`src/rtl/key_conditioner_pkg.sv`:
```
// Shared constants for the pushbutton conditioner: clock rate, default timing, key roles.
package key_conditioner_pkg;

    localparam int unsigned CLK_HZ              = 50_000_000;
    localparam int unsigned NUM_KEYS            = 4;
    localparam int unsigned DEF_DEBOUNCE_CYCLES = CLK_HZ / 50;
    localparam int unsigned DEF_HOLD_CYCLES     = CLK_HZ;

    localparam int unsigned KEY_CONFIRM = 0;
    localparam int unsigned KEY_BACK    = 1;
    localparam int unsigned KEY_P1      = 2;
    localparam int unsigned KEY_P2      = 3;

endpackage

```
`src/rtl/key_debounce.sv`:
```
// Single pushbutton: 2-flop synchronizer, counter debounce, press/release edges, long-press pulse.
module key_debounce
    import key_conditioner_pkg::*;
#(
    parameter int unsigned DEBOUNCE_CYCLES = DEF_DEBOUNCE_CYCLES,
    parameter int unsigned HOLD_CYCLES     = DEF_HOLD_CYCLES
) (
    input  logic clk,
    input  logic reset,
    input  logic key_n,
    output logic key_down,
    output logic key_press,
    output logic key_release,
    output logic key_long
);

    localparam int unsigned DB_W   = $clog2(DEBOUNCE_CYCLES) + 1;
    localparam int unsigned HOLD_W = $clog2(HOLD_CYCLES) + 1;

    logic              sync_q1;
    logic              sync_q2;
    logic [DB_W-1:0]   db_cnt;
    logic [HOLD_W-1:0] hold_cnt;
    logic              differ_c;
    logic              db_hit_c;
    logic              hold_hit_c;
    logic              hold_full_c;

    // The counter would reach DEBOUNCE_CYCLES this cycle: toggle instead of storing it.
    always_comb begin
        differ_c    = (sync_q2 != key_down);
        db_hit_c    = differ_c && (db_cnt == DB_W'(DEBOUNCE_CYCLES - 1));
        hold_hit_c  = key_down && (hold_cnt == HOLD_W'(HOLD_CYCLES - 1));
        hold_full_c = (hold_cnt == HOLD_W'(HOLD_CYCLES));
    end

    always_ff @(posedge clk) begin
        if (reset) begin
            sync_q1     <= 1'b0;
            sync_q2     <= 1'b0;
            db_cnt      <= '0;
            hold_cnt    <= '0;
            key_down    <= 1'b0;
            key_press   <= 1'b0;
            key_release <= 1'b0;
            key_long    <= 1'b0;
        end else begin
            sync_q1 <= ~key_n;
            sync_q2 <= sync_q1;

            if (!differ_c || db_hit_c) begin
                db_cnt <= '0;
            end else begin
                db_cnt <= db_cnt + DB_W'(1);
            end

            key_down    <= key_down ^ db_hit_c;
            key_press   <= db_hit_c && !key_down;
            key_release <= db_hit_c && key_down;

            // Hold counter saturates so the long pulse fires once per press.
            if (!key_down) begin
                hold_cnt <= '0;
            end else if (!hold_full_c) begin
                hold_cnt <= hold_cnt + HOLD_W'(1);
            end
            key_long <= hold_hit_c;
        end
    end

endmodule

```
`src/rtl/key_conditioner.sv`:
```
// Four independent conditioned pushbuttons plus an any-press strobe for the game FSM.
module key_conditioner
    import key_conditioner_pkg::*;
#(
    parameter int unsigned DEBOUNCE_CYCLES = DEF_DEBOUNCE_CYCLES,
    parameter int unsigned HOLD_CYCLES     = DEF_HOLD_CYCLES
) (
    input  logic       clk,
    input  logic       reset,
    input  logic [3:0] KEY,
    output logic [3:0] key_down,
    output logic [3:0] key_press,
    output logic [3:0] key_release,
    output logic [3:0] key_long,
    output logic       any_press
);

    for (genvar i = 0; i < int'(NUM_KEYS); i++) begin : g_key
        key_debounce #(
            .DEBOUNCE_CYCLES (DEBOUNCE_CYCLES),
            .HOLD_CYCLES     (HOLD_CYCLES)
        ) u_key (
            .clk         (clk),
            .reset       (reset),
            .key_n       (KEY[i]),
            .key_down    (key_down[i]),
            .key_press   (key_press[i]),
            .key_release (key_release[i]),
            .key_long    (key_long[i])
        );
    end

    assign any_press = |key_press;

endmodule

```
`config.mk`:
```
export PLATFORM = sky130hd
export DESIGN_NAME = key_conditioner
export DESIGN_NICKNAME = d
export VERILOG_FILES = /design/src/rtl/key_conditioner_pkg.sv /design/src/rtl/key_debounce.sv /design/src/rtl/key_conditioner.sv
export SDC_FILE = /design/constraint.sdc
export NUM_CORES = 1
export LEC_CHECK = 0
export CORE_MARGIN = 2
export CORE_UTILIZATION = 51
export CTS_CLUSTER_DIAMETER = 200
export CTS_CLUSTER_SIZE = 28
export DETAILED_ROUTE_END_ITERATION = 16
export PLACE_DENSITY_LB_ADDON = 0.12
export SLEW_MARGIN = 20
export SYNTH_ARGS = -nofsm -noshare
export SYNTH_HDL_FRONTEND = slang
export SYNTH_SLANG_ARGS = --single-unit
```
`constraint.sdc`:
```
create_clock -name clk -period 2.45 [get_ports clk]
set_input_delay 0.49 -clock clk [delete_from_list [all_inputs] [get_ports clk]]
set_output_delay 0.49 -clock clk [all_outputs]
set_load 0.05 [all_outputs]
```
==> impl_metrics.py, run 1 <==
metrics = {
    "outcome": {
        "outcome": "completed",
    },
    "drt": {
        "routed_wl_um": 17200,
        "drc": 0,
        "drt_iter0_markers": 209,
        "num_vias": 6950,
        "wl_per_cell_um": 13.0,
        "first_pass_iters": 4,
        "ant_nets": 0,
        "viasPerCell": 5.26,
    },
    "power_and_ir_drop": {
        "comb_power_share": 0.008,
        "p_int_mw": 4.36,
        "peakVddDrop_uv": 375,
        "p_seq_frac": 0.646,
        "netSwitchingPower_mw": 1.09,
        "p_leak_nw": 3.26,
        "p_per_area_nw_per_um2": 533,
        "clkPwrFrac": 0.346,
        "swShare": 0.200,
    },
    "final_layout": {
        "diodes": 0,
        "syn2layout_area_growth_pct": 7.52,
        "fin_nets": 1111,
        "drive_gt1_frac": 0.0440,
        "fin_util": 0.564,
    },
    "worst_setup_path": {
        "startpoint_type": "flop",
        "ff2ff_setup_slack_ns": 0.39,
        "required_ns": 1.96,
        "path_class": "flop to output pin",
        "path_max_fanout": 5,
        "cp_top_family": "buffers and inverters",
        "arrival_ns": 1.80,
        "cp_slowest_cell": "clkdlybuf4s50_1",
        "path_buf_inv": 1,
        "cp_cell_sequence": "clkdlybuf4s50_1",
        "path_depth": 1,
        "reg2regPathDepth": 5,
        "critPathCaptureType": "output pin",
        "crit_path_max_incr_delay_ns": 0.86,
    },
    "yosys": {
        "synth_nets": 1101,
        "ys_warn_count": 0,
        "synth-seq-cells": 216,
        "synth_largest_area_cell": "dfxtp_1",
        "yosysSeqAreaShare": 0.454,
        "syn_inst": 1083,
        "netlist_area_sq_um": 9520,
        "avgSynthCellArea_sq_um": 8.79,
        "ys_types": 43,
        "yosysTopAreaCellShare": 0.454,
        "synth.area.top_cells": "dfxtp_1, xor2_1, nor2_1",
    },
    "sta": {
        "hold_viol_final": 0,
        "finalClockSkew_ns": 0.0141,
        "relSlewSlack": 0.551,
        "drv_slew": 0,
        "rsz0062_at_grt": "false",
        "min_period_ns": 2.29,
        "worstMarginPinSlew_ns": 0.672,
        "fmax_mhz": 437,
        "setup_viol": 0,
        "setup-tns-final_ns": 0,
        "finalCritPeriodShare": 0.934,
        "hold_ws_ns": 0.452,
    },
    "floorplan": {
        "core_area_sq_um": 18100,
        "rows": 49,
        "start_util": 0.524,
        "num_io_pins": 23,
        "die_h_um": 141,
        "dieArea_sq_um": 19800,
        "chipWidth_um": 141,
    },
    "clock_network": {
        "clkSinkCount": 216,
        "numCtsBuffers": 11,
        "clock_path_buffers": 3,
        "clk_pin_slew_ns": 0.10,
        "h-tree-depth": 1,
        "clockRootBuffer": "clkbuf_16",
        "cts_tree": "built",
        "clock_latency_ns": 0.46,
    },
    "global_route": {
        "grt_pass1_wl_um": 29700,
        "antenna_found_initial": 0,
        "first_global_vias": 6487,
        "grt.overflow.total": 0,
        "grt_max_degree": 31,
        "grt.total_usage": 0.174,
    },
    "placed_design": {
        "portBuffers": 22,
        "gp_congestion": 0.770,
        "hpwlAfterDp_um": 12100,
    },
    "worst_hold_path": {
        "hold_path_class": "flop to flop",
        "holdPathStages": 1,
    },
    "flow_run": {
        "drv_cap": 0,
    },
}
stage by stage:
step / total power, mW / worst slack [ns] / cells / area [sq um]
2_1_floorplan: 3.62 / 0.660 / 1083 / 9520
3_3_place_gp: 3.65 / 0.339 / 1309 / 9950
3_5_place_dp: 3.65 / 0.314 / 1309 / 9950
4_1_cts: 5.55 / 0.142 / 1321 / 10200
5_1_grt: 5.68 / 0.0960 / 1321 / 10200
6_report: 5.45 / 0.162 / 1321 / 10200
state kept, by name, summed over array words and instances, names as in the netlist, named ones only:
register,cells
g_key.u_key.sync_q1,4
g_key.u_key.db_cnt,84
g_key.u_key.key_long,4
g_key.u_key.sync_q2,4
g_key.u_key.hold_cnt,108
g_key.u_key.key_release,4
g_key.u_key.key_press,4
cell families after synthesis:
kind of cell,share of synthesized area
simple gates,0.319
buf+inv,0.0343
fa+ha+maj,0.0158
mux,0.00736
flops,0.454
compound gates,0.0168
xor+xnor,0.153
synth_stat cells, drive strengths merged:
cell,n
a21oi,17
and2,10
and3,30
and4,24
and4b,2
buf,21
clkbuf,25
dfxtp,216
ha,12
inv,22
mux2i,7
nand2,68
nand2b,10
nand3,75
nand3b,1
nand4,47
nor2,200
nor2b,6
nor3,30
nor3b,3
nor4,35
nor4b,4
nor4bb,2
o21ai,15
or2,2
or2b,1
or3,20
or3b,3
or4,5
or4b,4
xnor2,66
xor2,100
layout make-up:
cell class / instances / area [sq um]
multi-input combinational: 799 / 4870
fill: 1672 / 7910
clock inverter: 1 / 8.76
sequential: 216 / 4320
timing repair buffer: 43 / 389
inverter: 22 / 82.6
clock buffer: 11 / 275
tap: 229 / 287
worst paths after layout:
path,start,end
worst max-delay path,flop,key_down[1]
worst min-delay path,g_key[0].u_key.sync_q1$_SDFF_PP0_,g_key[0].u_key.sync_q2$_SDFF_PP0_
worst max register to register,g_key[0].u_key.db_cnt[7]$_SDFF_PP0_,g_key[0].u_key.db_cnt[5]$_SDFF_PP0_
worst min register to register,g_key[0].u_key.sync_q1$_SDFF_PP0_,g_key[0].u_key.sync_q2$_SDFF_PP0_
timing repair:
| action | CTS | global route |
|---|---|---|
| gates resized for setup | 1 | 0 |
| setup buffers | 0 | 0 |
| hold buffers | 0 | 0 |
| hold endpoints to repair | 0 | 0 |
| setup endpoints to repair | 1 | 0 |
layer usage:
| metal | up-vias | global-route usage | part of all wire |
|---|---|---|---|
| met1 | 3186 | 0.244 | 0.52 |
| li1 | 3698 | - | - |
| met5 | - | 0 | 0 |
| met4 | 0 | 0.0384 | 0.012 |
| met2 | 53 | 0.291 | 0.44 |
| met3 | 13 | 0.0194 | 0.024 |
cell usage in the layout (no fill, tap or decap), types with 6 or more instances in the layout:
master             n
clkdlybuf4s50_1   21
mux2i_1            7
nand3_1           75
and2_1             9
xor2_1           100
and3_1            30
inv_1             22
dfxtp_1          216
ha_1              12
nor2_1           200
nand4_1           43
nand2_1           68
nand2b_1          10
xnor2_1           66
or3_1             20
and4_1            24
buf_4             20
nor2b_1            6
nor4_1            32
nor3_1            30
o21ai_0           14
clkbuf_16         11
a21oi_1           17
power by group through the flow:
stage | Combinational, mW | Clock [mW] | Sequential (mW)
floorplan | 0.0223 | 0 | 3.60
global placement | 0.0424 | 0 | 3.60
detailed placement | 0.0422 | 0 | 3.60
CTS | 0.0424 | 1.99 | 3.52
global route | 0.0463 | 2.10 | 3.53
finish | 0.0419 | 1.89 | 3.52
Note: power is estimated with default switching activity, not from simulation.
==> run 2, diff against run 1 <==
--- a/config.mk
+++ b/config.mk
@@ -5,6 +5,7 @@
 export SDC_FILE = /design/constraint.sdc
 export NUM_CORES = 1
 export LEC_CHECK = 0
+export ABC_AREA = 0
 export CORE_MARGIN = 2
 export CORE_UTILIZATION = 51
 export CTS_CLUSTER_DIAMETER = 200
==> results of run 2 <==
No change in the layout: final DEF, timing and power equal those of run 1.
==> patch, RTL diff (config.mk and constraints of run 2) <==
Register the output `any_press`, without a reset; this adds one clock of latency there. The other outputs are not delayed to match.
--- a/src/rtl/key_conditioner.sv
+++ b/src/rtl/key_conditioner.sv
@@ -30,7 +30,9 @@
         );
     end
 
-    assign any_press = |key_press;
+    always_ff @(posedge clk) begin
+        any_press <= |key_press;
+    end
 
 endmodule
 
Function: no difference found for any inputs over 10 cycles, from zero or initial values and one cycle with reset high; that may be too few to reach the edited logic, so the function may still have changed.
==> patch against run 2 <==
- register-to-register slack got worse by 0.05 ns
- area after synthesis increased by 0.21%
- sequential cell count increased by 1
- routed wire length decreased by 0.58%
- non-clock buffer count decreased by 1
- count of clock-buffer cells in the layout unchanged
- core utilization decreased by 1.0 points
- final area increased by 0.20%
- total power increased by 0.62%
- clock skew increased by 0.00066 ns
- worst setup slack improved by 0.024 ns
- fmax increased by 1.1%
==> patch: results (changes against run 2) <==
DETAILEDROUTE.FIRSTITERATIONVIOLATIONS=237  # was 209
NMULTIINPUTCOMBCELLS=799  # unchanged
DETAILEDROUTE.FIRSTPASSITERATIONCOUNT=4  # unchanged
CLOCK_NETWORK_FRACTION_OF_TOTAL_POWER=0.347  # was 0.346
CLOCKNETWORKAREASHARE=0.0277  # was 0.0278
BUFAREASHARENONCLOCK=0.0373  # was 0.0380
HOLD_PATH_STARTPOINT='g_key[1].u_key.sync_q1'  # was g_key[0].u_key.sync_q1
FIRST_PASS_GRT_WIRE_LENGTH_MM=29.4  # was 29.7 mm
WORSTREG2REGEND='g_key[0].u_key.db_cnt[2]'  # was g_key[0].u_key.db_cnt[5]
SYNTHESIS.NETS=1102  # was 1,101
MET3ROUTEDLENGTH_UM=484  # was 407 um
GRT_UTIL_ALL_LAYERS=0.172  # was 0.174
DRT-TOTAL-WL_MM=17.1  # was 17.2 mm
SYNTH_SEQ_AREA_SHARE=0.455  # was 0.454
NUMBER_OF_ANTENNA_VIOLATIONS_AT_THE_FIRST_CHECK_IN_GLOBAL_ROUTING=0  # unchanged
IR_WORST_VDD_V=0.000333  # was 0.000375 V
POST_DRT_WL_PER_CELL_UM=12.9  # was 13.0 um
HOLD_PATH_SINK='g_key[1].u_key.sync_q2'  # was g_key[0].u_key.sync_q2
P_INT_mW=4.37  # was 4.36 mW
NUMBER_OF_VIAS_IN_THE_ROUTED_LAYOUT=6957  # was 6,950
NONCLOCKINVERTERCOUNT=22  # unchanged
STATIC-LEAKAGE-POWER_nW=3.26  # about the same
FILLERINSTANCES=1747  # was 1,672
REG2REG_SETUP_SLACK_NS=0.34  # was 0.39 ns
CTS_BUFFERS=11  # unchanged
SEQUENTIAL_SHARE_OF_CELL_AREA=0.424  # was 0.423
AVGSYNTHCELLAREA_UM2=8.80  # was 8.79 um^2
OUTCOME='completed'  # unchanged
MAXUSEDROUTINGLAYER='met4'  # unchanged
CRITPATHMAXSTAGEDELAY_NS=0.86  # about the same
POST-DP-HPWL_MM=11.8  # was 12.1 mm
CTS-RESIZED-GATES=0  # was 1
WORST_PIN_SLEW_NS=0.658  # was 0.672 ns
WORST_CLOCK_SKEW_NS=0.0147  # was 0.0141 ns
PLACED_CELLS=1314  # was 1,309
ROUTABILITYCONGESTION=0.753  # was 0.770
SIGNAL_BUFFERS=42  # was 43
GRT_PASS1_VIAS=6319  # was 6,487
==> patch: per-stage QoR <==
| stage | hold WS, ns | util | worst slack (ns) | cell area (um^2) |
|---|---|---|---|---|
| after global routing | 0.462 | 0.554 | 0.100 | 10300 |
| after CTS | 0.453 | 0.554 | 0.179 | 10300 |
| after global placement | 0.416 | 0.538 | 0.408 | 9970 |
| after detailed placement | 0.428 | 0.538 | 0.363 | 9970 |
| final | 0.447 | 0.554 | 0.186 | 10300 |
| after floorplan | 0.412 | - | 0.660 | 9540 |
==> patch: logic make-up after synthesis <==
kind of cell             count (synthesis)  synth area share
AND/OR/NAND/NOR                        582             0.318
adder cells (fa/ha/maj)                 12            0.0157
flip-flops                             217             0.455
buffers and inverters                   68            0.0342
multiplexers                             7           0.00735
XOR/XNOR                               166             0.152
AO/OA/AOI/OAI                           32            0.0168
==> patch: metal layers <==
layer | vias up | GRT usage
met5 | - | 0
met1 | 3179 | 0.244
li1 | 3697 | -
met4 | 0 | 0.0426
met2 | 60 | 0.278
met3 | 21 | 0.0258
